==> src/rtl/udp_tx_arbiter_pkg.sv <==
// rtl/udp_tx_arbiter_pkg.sv - shared constants, FSM states and header builder for udp_tx_arbiter
//
// Purpose : header magic, 2-bit state encodings and header field offsets shared by the
//           arbiter top and anything that decodes its header word.
// Ports   : none (package).

package udp_tx_arbiter_pkg;

    localparam logic [7:0] HDR_MAGIC = 8'hA5;

    // Header word layout (low 32 bits; wider streams are zero-extended above)
    localparam int HDR_SEQ_LSB   = 0;
    localparam int HDR_SEQ_W     = 16;
    localparam int HDR_SRC_LSB   = 16;
    localparam int HDR_SRC_W     = 8;
    localparam int HDR_MAGIC_LSB = 24;
    localparam int HDR_MAGIC_W   = 8;

    typedef enum logic [1:0] {
        ST_IDLE = 2'd0,
        ST_HDR  = 2'd1,
        ST_DATA = 2'd2,
        ST_DROP = 2'd3
    } state_t;

    function automatic logic [31:0] make_hdr(input logic [HDR_SRC_W-1:0] src,
                                             input logic [HDR_SEQ_W-1:0] seq);
        logic [31:0] h;
        h = '0;
        h[HDR_MAGIC_LSB +: HDR_MAGIC_W] = HDR_MAGIC;
        h[HDR_SRC_LSB   +: HDR_SRC_W]   = src;
        h[HDR_SEQ_LSB   +: HDR_SEQ_W]   = seq;
        return h;
    endfunction

endpackage

==> src/rtl/udp_tx_arbiter_rr_arbiter.sv <==
// rtl/udp_tx_arbiter_rr_arbiter.sv - combinational round-robin requester picker
//
// Purpose : picks the first asserted request searching upward from i_last_grant+1,
//           wrapping modulo N. Reusable by any stream mux.
// Ports   : i_req        N    request vector
//           i_last_grant IW   index of the previous owner
//           o_gnt        N    one-hot winner (0 when no request)
//           o_gnt_idx    IW   binary index of the winner
//           o_any        1    at least one request present

module rr_arbiter #(
    parameter  int N  = 2,
    localparam int IW = (N > 1) ? $clog2(N) : 1
) (
    input  logic [N-1:0]  i_req,
    input  logic [IW-1:0] i_last_grant,
    output logic [N-1:0]  o_gnt,
    output logic [IW-1:0] o_gnt_idx,
    output logic          o_any
);

    int   w_k;
    logic w_found;

    assign o_any = |i_req;

    always_comb begin
        o_gnt     = '0;
        o_gnt_idx = '0;
        w_found   = 1'b0;
        w_k       = 0;
        // i runs 1..N so the previous owner is checked last
        for (int i = 1; i <= N; i++) begin
            w_k = int'(i_last_grant) + i;
            if (w_k >= N) begin
                w_k = w_k - N;
            end
            if (!w_found && i_req[w_k]) begin
                w_found      = 1'b1;
                o_gnt[w_k]   = 1'b1;
                o_gnt_idx    = IW'(w_k);
            end
        end
    end

endmodule

==> src/rtl/udp_tx_arbiter.sv <==
// rtl/udp_tx_arbiter.sv - packet-granular round-robin arbiter onto the udp_top write stream
//
// Purpose : shares one write stream between NUM_SRC packet sources, prefixes each packet
//           with a header word (magic, source id, sequence), caps payload length at
//           MAX_PKT_WORDS and drains the remainder of over-long packets.
// Ports   : i_Sys_clk, i_Rst_n (async, active-low), i_enable (sampled in IDLE)
//           s_data/s_valid/s_last/s_ready   per-source input streams
//           m_data/m_valid/m_last/m_ready   output stream to udp_top
//           o_grant (one-hot owner), o_busy, o_pkt_cnt (wrapping), o_trunc_err (sticky)

module udp_tx_arbiter
    import udp_tx_arbiter_pkg::*;
#(
    parameter int NUM_SRC       = 2,
    parameter int DATA_W        = 32,
    parameter int MAX_PKT_WORDS = 1024,
    parameter int HDR_EN        = 1
) (
    input  logic                      i_Sys_clk,
    input  logic                      i_Rst_n,
    input  logic                      i_enable,
    input  logic [NUM_SRC*DATA_W-1:0] s_data,
    input  logic [NUM_SRC-1:0]        s_valid,
    input  logic [NUM_SRC-1:0]        s_last,
    output logic [NUM_SRC-1:0]        s_ready,
    output logic [DATA_W-1:0]         m_data,
    output logic                      m_valid,
    output logic                      m_last,
    input  logic                      m_ready,
    output logic [NUM_SRC-1:0]        o_grant,
    output logic                      o_busy,
    output logic [15:0]               o_pkt_cnt,
    output logic                      o_trunc_err
);

    localparam int IW = (NUM_SRC > 1) ? $clog2(NUM_SRC) : 1;
    localparam int CW = $clog2(MAX_PKT_WORDS);

    state_t              r_state;
    logic [NUM_SRC-1:0]  r_grant;
    logic [IW-1:0]       r_gidx;
    logic [IW-1:0]       r_last_grant;
    logic [15:0]         r_seq;
    logic [CW-1:0]       r_word_cnt;
    logic [15:0]         r_pkt_cnt;
    logic                r_trunc_err;

    logic [NUM_SRC-1:0]  w_gnt;
    logic [IW-1:0]       w_gnt_idx;
    logic                w_any;
    logic [DATA_W-1:0]   w_src_data;
    logic                w_src_valid;
    logic                w_src_last;
    logic                w_cap;
    logic [DATA_W-1:0]   w_hdr;

    rr_arbiter #(.N(NUM_SRC)) u_rr (
        .i_req        (s_valid),
        .i_last_grant (r_last_grant),
        .o_gnt        (w_gnt),
        .o_gnt_idx    (w_gnt_idx),
        .o_any        (w_any)
    );

    assign w_src_data  = s_data[int'(r_gidx)*DATA_W +: DATA_W];
    assign w_src_valid = s_valid[r_gidx];
    assign w_src_last  = s_last[r_gidx];
    // Word counter sits on the last allowed payload word: force the end of the packet
    assign w_cap       = (r_word_cnt == CW'(MAX_PKT_WORDS - 1));
    assign w_hdr       = DATA_W'(make_hdr(8'(r_gidx), r_seq));

    assign o_grant     = r_grant;
    assign o_busy      = (r_state != ST_IDLE);
    assign o_pkt_cnt   = r_pkt_cnt;
    assign o_trunc_err = r_trunc_err;

    // Output mux: header comes from registers, so it is stable until accepted;
    // DATA is a zero-latency pass-through of the owner.
    always_comb begin
        m_data  = '0;
        m_valid = 1'b0;
        m_last  = 1'b0;
        s_ready = '0;
        case (r_state)
            ST_HDR: begin
                m_data  = w_hdr;
                m_valid = 1'b1;
            end
            ST_DATA: begin
                m_data  = w_src_data;
                m_valid = w_src_valid;
                m_last  = w_src_last | w_cap;
                s_ready = r_grant & {NUM_SRC{m_ready}};
            end
            ST_DROP: begin
                s_ready = r_grant;
            end
            default: ;
        endcase
    end

    always_ff @(posedge i_Sys_clk or negedge i_Rst_n) begin
        if (!i_Rst_n) begin
            r_state      <= ST_IDLE;
            r_grant      <= '0;
            r_gidx       <= '0;
            r_last_grant <= IW'(NUM_SRC - 1);
            r_seq        <= '0;
            r_word_cnt   <= '0;
            r_pkt_cnt    <= '0;
            r_trunc_err  <= 1'b0;
        end else begin
            case (r_state)
                ST_IDLE: begin
                    if (i_enable && w_any) begin
                        r_grant    <= w_gnt;
                        r_gidx     <= w_gnt_idx;
                        r_word_cnt <= '0;
                        r_state    <= (HDR_EN != 0) ? ST_HDR : ST_DATA;
                    end
                end
                ST_HDR: begin
                    if (m_ready) begin
                        r_state <= ST_DATA;
                    end
                end
                ST_DATA: begin
                    if (w_src_valid && m_ready) begin
                        if (w_src_last || w_cap) begin
                            r_seq        <= r_seq + 16'd1;
                            r_pkt_cnt    <= r_pkt_cnt + 16'd1;
                            r_last_grant <= r_gidx;
                            r_word_cnt   <= '0;
                            if (w_src_last) begin
                                r_state <= ST_IDLE;
                                r_grant <= '0;
                            end else begin
                                r_trunc_err <= 1'b1;
                                r_state     <= ST_DROP;
                            end
                        end else begin
                            r_word_cnt <= r_word_cnt + CW'(1);
                        end
                    end
                end
                ST_DROP: begin
                    // s_ready is held high here, so any valid word is consumed
                    if (w_src_valid && w_src_last) begin
                        r_state <= ST_IDLE;
                        r_grant <= '0;
                    end
                end
                default: r_state <= ST_IDLE;
            endcase
        end
    end

endmodule

==> config.mk <==
export PLATFORM = sky130hd
export DESIGN_NAME = udp_tx_arbiter
export DESIGN_NICKNAME = d
export VERILOG_FILES = /design/src/rtl/udp_tx_arbiter_pkg.sv /design/src/rtl/udp_tx_arbiter_rr_arbiter.sv /design/src/rtl/udp_tx_arbiter.sv
export SDC_FILE = /design/constraint.sdc
export NUM_CORES = 1
export LEC_CHECK = 0
export BUFFER_PORTS_ARGS = -buffer_cell sky130_fd_sc_hd__buf_2
export CAP_MARGIN = 15
export CORE_MARGIN = 2
export CORE_UTILIZATION = 50
export DETAILED_ROUTE_END_ITERATION = 10
export PLACE_DENSITY = 0.81
export SETUP_SLACK_MARGIN = 0.05
export SYNTH_ARGS = -nofsm -noshare
export SYNTH_HDL_FRONTEND = slang
export SYNTH_SLANG_ARGS = --single-unit
==> constraint.sdc <==
create_clock -name i_Sys_clk -period 2.26 [get_ports i_Sys_clk]
set_input_delay 0.452 -clock i_Sys_clk [delete_from_list [all_inputs] [get_ports i_Sys_clk]]
set_output_delay 0.452 -clock i_Sys_clk [all_outputs]
set_load 0.005 [all_outputs]
==> impl_metrics.json <==
{
  "synth_edf_count": 0,
  "grt_pass1_vias": 3095,
  "worst_slew_margin_rel_pct": 57.08,
  "nets": 566,
  "num_rows": 29,
  "arrival_ps": 1680,
  "cts_tree": "done",
  "grt_use_total_pct": 24.32,
  "num-fill-cells": 525,
  "drtIter0Drc": 187,
  "clk_latency_ps": 310,
  "reg2reg_from": "r_word_cnt[0]",
  "p_leak_nw": 2.121,
  "dr.pass1.iters": 4,
  "grt_overflow": 0,
  "start_kind": "flop",
  "gp_congestion": 0.8615,
  "ys_types": 61,
  "outcome": "finished, final reports clean",
  "clk_path_buf_depth": 2,
  "diodes": 0,
  "area_delta_synth_final_pct": 25.78,
  "dieHeight_um": 86.02,
  "critical_path_class": "reg -> out",
  "hold_viol": 0,
  "hold_path.class": "in -> async",
  "clock_sinks": 49,
  "io_pins": 128,
  "synth_area_mm2": 0.003363,
  "ys_ff_latch": 49,
  "path_clk_slew_ps": 90,
  "ant_nets": 0,
  "ys_seq_area_share_pct": 36.50,
  "syn-mean-instance-area_um2": 9.447,
  "fin_setup_tns_ps": 0,
  "h-tree-depth": 2,
  "drcViolationCount": 0,
  "postPlaceCellArea_mm2": 0.004078,
  "floorplan.initialDensity_pct": 52.37,
  "synth_cells": 356,
  "placed_cells": 552,
  "tightestPinTransition_ps": 640.3,
  "antenna_found_initial": 0,
  "place_hpwl_mm": 6.985,
  "syn_nets": 436,
  "ys.flop_type": "dfrtp_1",
  "rsz0062_at_grt": "false",
  "max_freq_mhz": 468.3,
  "core_area_mm2": 0.006422,
  "vias_per_cell": 5.651,
  "finalCriticalPeriod_ps": 2135,
  "cts_root_buf": "clkbuf_8",
  "design_area_mm2": 0.004230,
  "p_per_area_mw_per_mm2": 853.2,
  "cts_buffers": 5,
  "synth_warnings": 0,
  "grt_pass1_wl_mm": 14.52,
  "fin_skew_ps": 3.639,
  "cp.required_ps": 1810,
  "cp-end-kind": "output pin",
  "drive_gt1_share_pct": 36.55,
  "die_w_um": 86.02,
  "critPathMaxFanout": 8,
  "wire_per_inst_um": 16.01,
  "setup_viol": 0,
  "via_count": 3187,
  "instances_no_fill": 564,
  "pre_cts_ws_ps": 209.9,
  "cp-startpoint": "r_state[0]",
  "drv_cap": 0,
  "fin_ws_ps": 124.7,
  "fin_crit_sh_pct": 94.48,
  "async_reset_ff_share_pct": 100.0,
  "grt_max_degree": 37,
  "die_area_mm2": 0.007399,
  "portBuffers": 127,
  "slew_violations": 0,
  "wl_mm": 9.031,
  "vdd_drop_max_mv": 0.9920
}
[per-layer routing]
| metal | vias up | track usage, % | share of wire, % |
|---|---|---|---|
| met2 | 82 | 40.87 | 51 |
| met1 | 1542 | 33.05 | 44 |
| met4 | 0 | 4.762 | 0.80 |
| li1 | 1555 | - | - |
| met3 | 8 | 4.331 | 4.1 |
| met5 | - | 0 | 0 |
[critical path, stage by stage (launching register included)]
cell,delay (ps)
dfrtp_1,400
inv_2,130
ha_4,230
and2_4,170
buf_2,170
nand2_1,80
o21ai_0,70
buf_2,130
[what timing repair did]
action                                  4_1_cts  5_1_grt
setup buffers                                 3        0
hold endpoints to repair                      0        0
pin swaps                                     0        0
gates cloned                                  0        1
resized for setup                             5        6
hold buffers                                  0        0
endpoints found under the setup margin       25       22
[cells in the mapped netlist (2+ instances only)]
cell,instances,area share (%)
a221o_1,4,1.2
and2_1,7,1.3
buf_4,2,0.45
nor3_1,13,1.9
a22o_1,3,0.78
nand2_1,34,3.8
xor2_1,5,1.3
mux2_4,3,1.3
o31ai_1,2,0.45
o21ai_0,30,4.5
buf_6,4,1.3
or3_1,2,0.37
ha_1,8,3.0
nor4_1,4,0.74
buf_2,7,1.0
mux2_2,2,0.67
and3_1,10,1.9
inv_1,7,0.78
nand4_1,18,3.3
xnor2_1,25,6.5
nor2_1,18,2.0
a21oi_1,2,0.30
clkbuf_1,7,0.78
and4_1,2,0.52
dfrtp_1,48,36
mux2i_1,33,9.8
nand3_1,22,3.3
[registers in the layout, summed over array words and instances (netlist names)]
register and flops:
r_state 2, o_trunc_err 1, r_seq 16, o_pkt_cnt 16
r_word_cnt 10, o_grant 2, r_gidx 1, r_last_grant 1
[stage by stage]
stage	total power, mW	utilization (%)	hold slack [ps]
final	3.609	65.87	128.1
after global routing	3.864	65.87	159.8
after CTS	3.571	65.60	134.1
after detailed placement	2.949	63.49	471.6
after global placement	2.900	63.49	454.7
after floorplan	2.377	-	156.4
[path summary, 6_finish.rpt]
kind | slack [ps] | end | cells after the start
worst max-delay path | 120 | m_data[9] | 7
worst min register to register | 480 | o_pkt_cnt[15] | 1
worst max register to register | 290 | r_word_cnt[9] | 5
max in group asynchronous | 1400 | r_word_cnt[9] | 2
worst min-delay path | 130 | r_word_cnt[0] | 1
min in group i_Sys_clk | 380 | r_gidx | 2
[layout by cell type, fill, tap and decap left out, drive strengths merged, types with 2 or more instances in the layout]
| cell | n |
|---|---|
| a22o | 3 |
| o31ai | 3 |
| a21oi | 2 |
| mux2 | 5 |
| clkbuf | 6 |
| xnor2 | 25 |
| xor2 | 5 |
| or2 | 2 |
| or3 | 2 |
| nor2 | 19 |
| dfrtp | 48 |
| buf | 143 |
| mux2i | 34 |
| a2bb2oi | 2 |
| and4 | 2 |
| nor4 | 5 |
| clkinvlp | 2 |
| and3 | 10 |
| o21ai | 31 |
| nand2 | 35 |
| and2 | 7 |
| nand3 | 23 |
| nor3 | 14 |
| inv | 7 |
| ha | 8 |
| nand4 | 19 |
| a221o | 4 |
[cell type report]
class / instances / area, µm² / area share (%)
multi-input combinational: 280 / 2018 / 47.71
sequential: 49 / 1229 / 29.04
timing repair buffer: 143 / 773.2 / 18.28
tap: 77 / 96.34 / 2.277
clock buffer: 6 / 72.57 / 1.715
inverter: 7 / 26.28 / 0.6211
clock inverter: 2 / 15.01 / 0.3549
[cell families after synthesis]
logic type | after synthesis | share of synthesized area (%)
XOR/XNOR | 30 | 7.812
AO/OA/AOI/OAI | 58 | 12.05
multiplexers | 39 | 12.50
buffers and inverters | 27 | 4.390
adder cells (fa/ha/maj) | 8 | 2.976
flip-flops | 49 | 36.50
AND/OR/NAND/NOR | 145 | 23.77
[power by group]
part	switching (mW)	internal, mW
Sequential	0.127	0.999
Combinational	1.03	0.930
Clock	0.306	0.219
(Power assumes the default switching activity.)
